`src/rtl/mmio_pkg.sv`:
```
// Shared definitions for the MMIO fabric: FSM states, default address map,
// error read value and the layout of the internal status register.
package mmio_pkg;

  typedef enum logic [1:0] {
    ST_IDLE   = 2'd0,
    ST_ACCESS = 2'd1,
    ST_DONE   = 2'd2
  } state_e;

  localparam logic [11:0] MEM_END  = 12'hBFF;
  localparam logic [11:0] KEYPAD   = 12'hC10;
  localparam logic [11:0] DISPLAY1 = 12'hC20;
  localparam logic [11:0] DISPLAY2 = 12'hC30;
  localparam logic [11:0] STATUS   = 12'hCF0;

  localparam logic [15:0] ERR_DATA_DEFAULT = 16'hFFFF;

  localparam int STAT_STICKY  = 0;
  localparam int STAT_KIND    = 1;
  localparam int STAT_CNT_LSB = 8;
  localparam int STAT_CNT_W   = 8;

  // Status word after one more error: sticky set, kind recorded, count saturates.
  function automatic logic [15:0] statusOnError(input logic [15:0] cur, input logic isTimeout);
    logic [STAT_CNT_W-1:0] cnt;
    logic [15:0]           nxt;
    cnt = cur[STAT_CNT_LSB +: STAT_CNT_W];
    if (cnt != {STAT_CNT_W{1'b1}}) cnt = cnt + 1'b1;
    nxt = '0;
    nxt[STAT_CNT_LSB +: STAT_CNT_W] = cnt;
    nxt[STAT_KIND]   = isTimeout;
    nxt[STAT_STICKY] = 1'b1;
    return nxt;
  endfunction

endpackage

```
`src/rtl/mmio_addr_decode.sv`:
```
// Table-driven address decode: finds the lowest-index channel window that
// contains the address, and flags the two internal status registers.
module mmio_addr_decode #(
  parameter int                         N_PERIPH    = 4,
  parameter int                         ADDR_W      = 12,
  parameter logic [N_PERIPH*ADDR_W-1:0] BASE        = '0,
  parameter logic [N_PERIPH*ADDR_W-1:0] LIMIT       = '0,
  parameter logic [ADDR_W-1:0]          STATUS_ADDR = '0,
  localparam int                        IDX_W       = (N_PERIPH > 1) ? $clog2(N_PERIPH) : 1
) (
  input  logic [ADDR_W-1:0] addr,
  output logic              hit,
  output logic [IDX_W-1:0]  idx,
  output logic              internal
);

  localparam logic [ADDR_W-1:0] ERR_ADDR_REG = STATUS_ADDR + 1'b1;

  // Scan from the top down so the lowest matching index is the one left standing;
  // the internal registers take priority over any channel window.
  always_comb begin
    hit      = 1'b0;
    idx      = '0;
    internal = (addr == STATUS_ADDR) || (addr == ERR_ADDR_REG);
    for (int i = N_PERIPH - 1; i >= 0; i--) begin
      if ((addr >= BASE[i*ADDR_W +: ADDR_W]) && (addr <= LIMIT[i*ADDR_W +: ADDR_W])) begin
        hit = 1'b1;
        idx = IDX_W'(i);
      end
    end
    if (internal) hit = 1'b0;
  end

endmodule

```
`src/rtl/mmio_bus_fabric.sv`:
```
// CPU-to-peripheral memory-mapped interconnect: hold-until-ack handshake,
// per-access timeout, and a software-visible bus-error status block.
module mmio_bus_fabric
  import mmio_pkg::*;
#(
  parameter int                         N_PERIPH    = 4,
  parameter int                         ADDR_W      = 12,
  parameter int                         DATA_W      = 16,
  parameter logic [N_PERIPH*ADDR_W-1:0] BASE        = {DISPLAY2, DISPLAY1, KEYPAD, 12'h000},
  parameter logic [N_PERIPH*ADDR_W-1:0] LIMIT       = {DISPLAY2, DISPLAY1, KEYPAD + 12'h001, MEM_END},
  parameter logic [ADDR_W-1:0]          STATUS_ADDR = STATUS,
  parameter int                         TIMEOUT_CYC = 15,
  parameter logic [DATA_W-1:0]          ERR_DATA    = ERR_DATA_DEFAULT
) (
  input  logic                         clk,
  input  logic                         reset,
  input  logic                         cpu_req,
  input  logic                         cpu_we,
  input  logic [ADDR_W-1:0]            cpu_addr,
  input  logic [DATA_W-1:0]            cpu_wdata,
  output logic [DATA_W-1:0]            cpu_rdata,
  output logic                         cpu_ack,
  output logic                         cpu_busy,
  output logic [N_PERIPH-1:0]          per_sel,
  output logic                         per_we,
  output logic [ADDR_W-1:0]            per_addr,
  output logic [DATA_W-1:0]            per_wdata,
  input  logic [N_PERIPH*DATA_W-1:0]   per_rdata,
  input  logic [N_PERIPH-1:0]          per_ack,
  output logic                         bus_err
);

  localparam int IDX_W = (N_PERIPH > 1) ? $clog2(N_PERIPH) : 1;
  localparam logic [7:0] TIMEOUT_LAST = 8'(TIMEOUT_CYC - 1);

  state_e                state_q, state_d;
  logic [ADDR_W-1:0]     addr_q, addr_d;
  logic [DATA_W-1:0]     wdata_q, wdata_d;
  logic                  we_q, we_d;
  logic [N_PERIPH-1:0]   sel_q, sel_d;
  logic                  perWe_q, perWe_d;
  logic [7:0]            cnt_q, cnt_d;
  logic [DATA_W-1:0]     rdata_q, rdata_d;
  logic                  ack_q, ack_d;
  logic [15:0]           status_q, status_d;
  logic [ADDR_W-1:0]     errAddr_q, errAddr_d;

  logic                  decHit;
  logic [IDX_W-1:0]      decIdx;
  logic                  decInternal;
  logic                  ackSel;
  logic [DATA_W-1:0]     selRdata;

  mmio_addr_decode #(
    .N_PERIPH    (N_PERIPH),
    .ADDR_W      (ADDR_W),
    .BASE        (BASE),
    .LIMIT       (LIMIT),
    .STATUS_ADDR (STATUS_ADDR)
  ) u_decode (
    .addr     (cpu_addr),
    .hit      (decHit),
    .idx      (decIdx),
    .internal (decInternal)
  );

  // Only the selected channel's ack and data count; others are masked by sel_q.
  always_comb begin
    ackSel   = |(per_ack & sel_q);
    selRdata = '0;
    for (int i = 0; i < N_PERIPH; i++) begin
      if (sel_q[i]) selRdata = selRdata | per_rdata[i*DATA_W +: DATA_W];
    end
  end

  always_comb begin
    state_d   = state_q;
    addr_d    = addr_q;
    wdata_d   = wdata_q;
    we_d      = we_q;
    sel_d     = sel_q;
    perWe_d   = perWe_q;
    cnt_d     = cnt_q;
    rdata_d   = rdata_q;
    ack_d     = 1'b0;
    status_d  = status_q;
    errAddr_d = errAddr_q;

    case (state_q)
      ST_IDLE: begin
        if (cpu_req) begin
          addr_d  = cpu_addr;
          wdata_d = cpu_wdata;
          we_d    = cpu_we;
          if (decInternal) begin
            state_d = ST_DONE;
            if (cpu_addr == STATUS_ADDR) begin
              if (cpu_we) begin
                if (cpu_wdata[0]) status_d = '0;
              end else begin
                rdata_d = DATA_W'(status_q);
              end
            end else if (!cpu_we) begin
              rdata_d = DATA_W'(errAddr_q);
            end
          end else if (decHit) begin
            state_d = ST_ACCESS;
            sel_d   = N_PERIPH'(1) << decIdx;
            perWe_d = cpu_we;
            cnt_d   = '0;
          end else begin
            state_d   = ST_DONE;
            status_d  = statusOnError(status_q, 1'b0);
            errAddr_d = cpu_addr;
            if (!cpu_we) rdata_d = ERR_DATA;
          end
        end
      end

      // Ack is checked before the timeout so a late-but-valid ack still completes normally.
      ST_ACCESS: begin
        cnt_d = cnt_q + 8'd1;
        if (ackSel) begin
          state_d = ST_DONE;
          sel_d   = '0;
          perWe_d = 1'b0;
          if (!we_q) rdata_d = selRdata;
        end else if (cnt_q == TIMEOUT_LAST) begin
          state_d   = ST_DONE;
          sel_d     = '0;
          perWe_d   = 1'b0;
          status_d  = statusOnError(status_q, 1'b1);
          errAddr_d = addr_q;
          if (!we_q) rdata_d = ERR_DATA;
        end
      end

      ST_DONE: begin
        state_d = ST_IDLE;
        ack_d   = 1'b1;
      end

      default: begin
        state_d = ST_IDLE;
        sel_d   = '0;
        perWe_d = 1'b0;
      end
    endcase
  end

  always_ff @(posedge clk) begin
    if (reset) begin
      state_q   <= ST_IDLE;
      addr_q    <= '0;
      wdata_q   <= '0;
      we_q      <= 1'b0;
      sel_q     <= '0;
      perWe_q   <= 1'b0;
      cnt_q     <= '0;
      rdata_q   <= '0;
      ack_q     <= 1'b0;
      status_q  <= '0;
      errAddr_q <= '0;
    end else begin
      state_q   <= state_d;
      addr_q    <= addr_d;
      wdata_q   <= wdata_d;
      we_q      <= we_d;
      sel_q     <= sel_d;
      perWe_q   <= perWe_d;
      cnt_q     <= cnt_d;
      rdata_q   <= rdata_d;
      ack_q     <= ack_d;
      status_q  <= status_d;
      errAddr_q <= errAddr_d;
    end
  end

  assign cpu_rdata = rdata_q;
  assign cpu_ack   = ack_q;
  assign cpu_busy  = (state_q != ST_IDLE);
  assign per_sel   = sel_q;
  assign per_we    = perWe_q;
  assign per_addr  = addr_q;
  assign per_wdata = wdata_q;
  assign bus_err   = status_q[STAT_STICKY];

endmodule

```
`config.mk`:
```
export PLATFORM = sky130hd
export DESIGN_NAME = mmio_bus_fabric
export DESIGN_NICKNAME = d
export VERILOG_FILES = /design/src/rtl/mmio_pkg.sv /design/src/rtl/mmio_addr_decode.sv /design/src/rtl/mmio_bus_fabric.sv
export SDC_FILE = /design/constraint.sdc
export NUM_CORES = 1
export LEC_CHECK = 0
export ABC_AREA = 1
export CAP_MARGIN = 40
export CORE_AREA = 2 2 125 127
export CTS_CLUSTER_DIAMETER = 200
export CTS_CLUSTER_SIZE = 28
export DETAILED_ROUTE_END_ITERATION = 8
export DIE_AREA = 0 0 127 129
export PLACE_DENSITY = 0.59
export SKIP_LAST_GASP = 1
export SYNTH_ARGS = -nofsm -noshare
export SYNTH_HDL_FRONTEND = slang
export SYNTH_HIERARCHICAL = 1
export SYNTH_SLANG_ARGS = --single-unit
```
`constraint.sdc`:
```
create_clock -name clk -period 2.02 [get_ports clk]
set_clock_uncertainty 0.2 [all_clocks]
set_input_delay 0.202 -clock clk [delete_from_list [all_inputs] [get_ports clk]]
set_output_delay 0.202 -clock clk [all_outputs]
set_load 0.01 [all_outputs]
```
==> Implementation_results.wiki <==
{| class="wikitable"
! Metric !! Value
|-
| Result of the run || complete, no violations
|-
| Hold violation count in the final report || 0
|-
| Final RePlAce weighted congestion || 0.859
|-
| Floorplan row count || 45
|-
| Combined flip-flop and latch cell area || 0.00166 mm^2
|-
| Type of the worst min-delay path || in2reg
|-
| Global routing met3 resource utilization || 5.20%
|-
| Synth Area in XOR/XNOR || 0.374%
|-
| Detailed router's first-iteration violation count || 300
|-
| Worst-Skew Late Latency || 350 ps
|-
| Tightest Pin Transition || 435 ps
|-
| Total design power || 5.11 mW
|-
| Global-route congestion overflow total || 0
|-
| Yosys reg bits || 83
|-
| Setup crit end kind || primary output
|-
| Worst slack, placed || -477 ps
|-
| Commonest cells after routing, fill and taps aside || 218 x nand2_1, 139 x clkdlybuf4s50_1, 112 x nor2_1
|-
| Share of flip-flops with an asynchronous set or reset || 0%
|-
| Estimated wirelength of the detail-placed design || 11.4 mm
|-
| Destination of the worst hold path || per_addr[10]$_SDFFE_PP0P_
|-
| Min Clock Period, post-route || 1900 ps
|-
| FF-to-FF Start || state_q[0]$_SDFFE_PP0P_
|-
| Post-synthesis cell type count || 31
|-
| Overall die height || 129 um
|-
| Number of hold buffers added after cts || 0
|-
| Max-slew violation count || 0
|-
| Launching element type of the critical path || flip-flop
|-
| Buffers from clock root to sink, at most || 2
|-
| Share of the synthesized area in compound gates (AO/OA/AOI/OAI) || 12.4%
|-
| Number of max-cap violations || 0
|-
| Adder-Cell Fraction of Synth Area || 0.801%
|-
| Instance count along the most critical hold path || 4
|-
| Share of final-layout standard cells stronger than drive strength 1 || 13.7%
|-
| Maximum number of pins on one net before global-route repair || 30
|-
| Critical setup path kind || reg2out
|-
| Die width || 127 um
|-
| Multi-input gate area || 0.00260 mm^2
|-
| Vias per inst || 4.57
|-
| Global-route met1 utilization || 23.0%
|-
| Crit-path cells || buf_4, clkdlybuf4s50_1
|-
| Combinational family with the most area after synthesis || simple AND/OR/NAND/NOR gates
|-
| Number of nets produced by synthesis || 867
|-
| Vias in the first global route || 4924
|-
| Global router's overall resource usage || 18.3%
|-
| Number of buffer cells added on primary ports || 151
|-
| WP data arrival || 1500 ps
|-
| Initial cell density of the core || 31.3%
|-
| Portion of the clock cycle consumed by the worst path in the final layout || 94.2%
|-
| Global-route wire length before repair || 23.9 mm
|-
| Number of flops mapped to enable cells by yosys || 0
|-
| TritonCTS clock tree || yes
|-
| Total Die Area || 0.0164 mm^2
|-
| Worst slew margin relative to its limit || 70.7%
|-
| Most Used Layer, Global Route || met2
|-
| R2R depth || 6
|-
| DR DRC count || 0
|-
| Final WL || 15.3 mm
|-
| Number of nets at the end of the flow || 1063
|-
| Netlist Area Pre-Place || 0.00469 mm^2
|-
| Top fanout value on the critical path || 18
|-
| H-tree depth || 3
|-
| CTS root buffer || clkbuf_16
|-
| Synth Area in Simple Gates || 40.7%
|-
| Total of warnings raised by yosys || 6
|-
| Number of antenna diodes || 0
|-
| Dominant synthesized flop cell || dfxtp_1
|-
| Power density over the cells || 706 mW/mm^2
|-
| Detailed Routing Iterations Pass 1 || 4
|-
| Final setup TNS || 0 ps
|-
| RSZ-0062 raised after global routing || yes
|-
| Number of instances in the synthesized netlist || 764
|-
| TritonCTS Buffers || 9
|-
| Post-CTS clock slew at the launch and capture registers of the worst setup and hold paths || 70 ps
|-
| Worst vdd rail ir drop || 0.399 mV
|-
| Total number of vias || 5266
|-
| Met2 track demand over resource in global routing || 30.6%
|-
| Largest stage delay, worst path || 580 ps
|-
| DRT antenna net count || 0
|-
| Layout-stage area growth over the synthesis result || 54.5%
|-
| Most common library cell in the layout ignoring fill and taps || nand2_1
|-
| Mean instance size in the synthesized netlist || 6.13 um^2
|-
| Post-detailed-route wirelength per cell || 13.2 um
|-
| Data required time at the worst endpoint || 1620 ps
|-
| Count of boundary I/O pins || 152
|-
| Seq/Total Area, Yosys || 35.5%
|-
| Number of setup violations in the final report || 0
|-
| Multiplexer area fraction after synthesis || 0%
|-
| Core Area || 0.0150 mm^2
|-
| Antenna violations before repair || 0
|-
| Hold Path Origin || cpu_addr[10]
|-
| Count of clock tree sinks || 83
|-
| Fillcell total || 1575
|-
| Highest Clock Rate || 0.526 GHz
|-
| Slowest CP cell || clkdlybuf4s50_1
|-
| Internal reg-to-reg setup slack || 170 ps
|-
| End-of-flow core utilization || 48.3%
|-
| LEAKAGE || 3.14 nW
|-
| Final worst slack || 117 ps
|-
| Terminus of the critical flop-to-flop path || errAddr_q[5]$_SDFFE_PP0P_
|}
==> worst max-delay path, delay by kind of cell, from the launching register on <==
family	cells	cell delay [ps]
buf+inv	2	820
flops	1	330
==> power breakdown <==
group          internal [mW]  switching (mW)
Sequential              1.80          0.0907
Clock                  0.972           0.740
Combinational          0.733           0.782
==> cell usage after synthesis, types with 3 or more instances <==
cell type | number | share of area (%)
a21oi_1 | 53 | 5.7
buf_2 | 9 | 0.96
buf_4 | 3 | 0.48
clkbuf_1 | 21 | 1.7
dfxtp_1 | 83 | 35
ha_1 | 3 | 0.80
inv_1 | 76 | 6.1
inv_2 | 4 | 0.32
nand2_1 | 223 | 18
nand2_2 | 5 | 0.67
nand3_1 | 51 | 5.4
nand3_2 | 3 | 0.64
nand4_1 | 20 | 2.7
nor2_1 | 116 | 9.3
nor2_2 | 3 | 0.40
nor3_1 | 8 | 0.85
o21ai_0 | 56 | 6.0
or2_2 | 10 | 1.3
==> layout make-up <==
cell class                      count  share of cell area [%]
Multi-Input combinational cell    564                    36.0
Timing Repair Buffer              220                    29.3
Sequential cell                    83                    23.0
Inverter                           82                    4.35
Tap cell                          188                    3.25
Clock buffer                       10                    3.16
Clock inverter                      6                    1.00
==> stage by stage <==
stage | instances | hold WS (ps) | cell area, um^2
6_report | 1153 | 121 | 7240
5_1_grt | 1153 | 152 | 7240
4_1_cts | 1149 | 193 | 7160
3_5_place_dp | 1133 | 254 | 6840
3_3_place_gp | 1133 | 251 | 6840
2_1_floorplan | 764 | 137 | 4690
==> how the worst max path moves through the flow <==
stage / startpoint / to / depth (start not counted)
finish: per_sel[3]$_SDFFE_PP0P_ / per_sel[3] / 2
global route: cpu_addr[0] / cnt_q[4]$_SDFFE_PP0P_ / 14
CTS: cpu_addr[10] / cnt_q[2]$_SDFFE_PP0P_ / 16
detailed placement: cpu_addr[5] / per_sel[3]$_SDFFE_PP0P_ / 17
global placement: cpu_addr[5] / cpu_rdata[11]$_SDFFE_PP0P_ / 17
floorplan: cpu_addr[9] / cpu_rdata[12]$_SDFFE_PP0P_ / 9
==> layer usage <==
layer | wire (um) | vias to the layer above | share of wire [%]
li1 | - | 2812 | -
met1 | 7020 | 2314 | 46
met2 | 7170 | 120 | 47
met3 | 823 | 20 | 5.4
met4 | 260 | 0 | 1.7
met5 | 0 | - | 0
==> logic make-up (layout without fill, tap and decap cells) <==
kind of cell,count (synthesis),in the layout
DFF,83,83
xor gates and xnor gates,2,2
and+or+nand+nor,445,446
buffers and inverters,118,318
AOI/OAI and AO/OA,113,113
adders and majority gates,3,3
==> flip-flops by register name (all words and copies together), names as in the netlist <==
| register | cells |
|---|---|
| cpu_rdata | 16 |
| errAddr_q | 12 |
| status_q | 10 |
| state_q | 2 |
| per_we | 1 |
| per_addr | 12 |
| per_wdata | 16 |
| cnt_q | 8 |
| we_q | 1 |
| per_sel | 4 |
| cpu_ack | 1 |
==> repair_timing <==
item | in CTS | in global routing
gates cloned | 0 | 2
pin swaps | 1 | 7
endpoints found under the setup margin | 49 | 51
buffers inserted | 0 | 2
gates resized for setup | 20 | 23
Power figures use the tool's default switching activity.
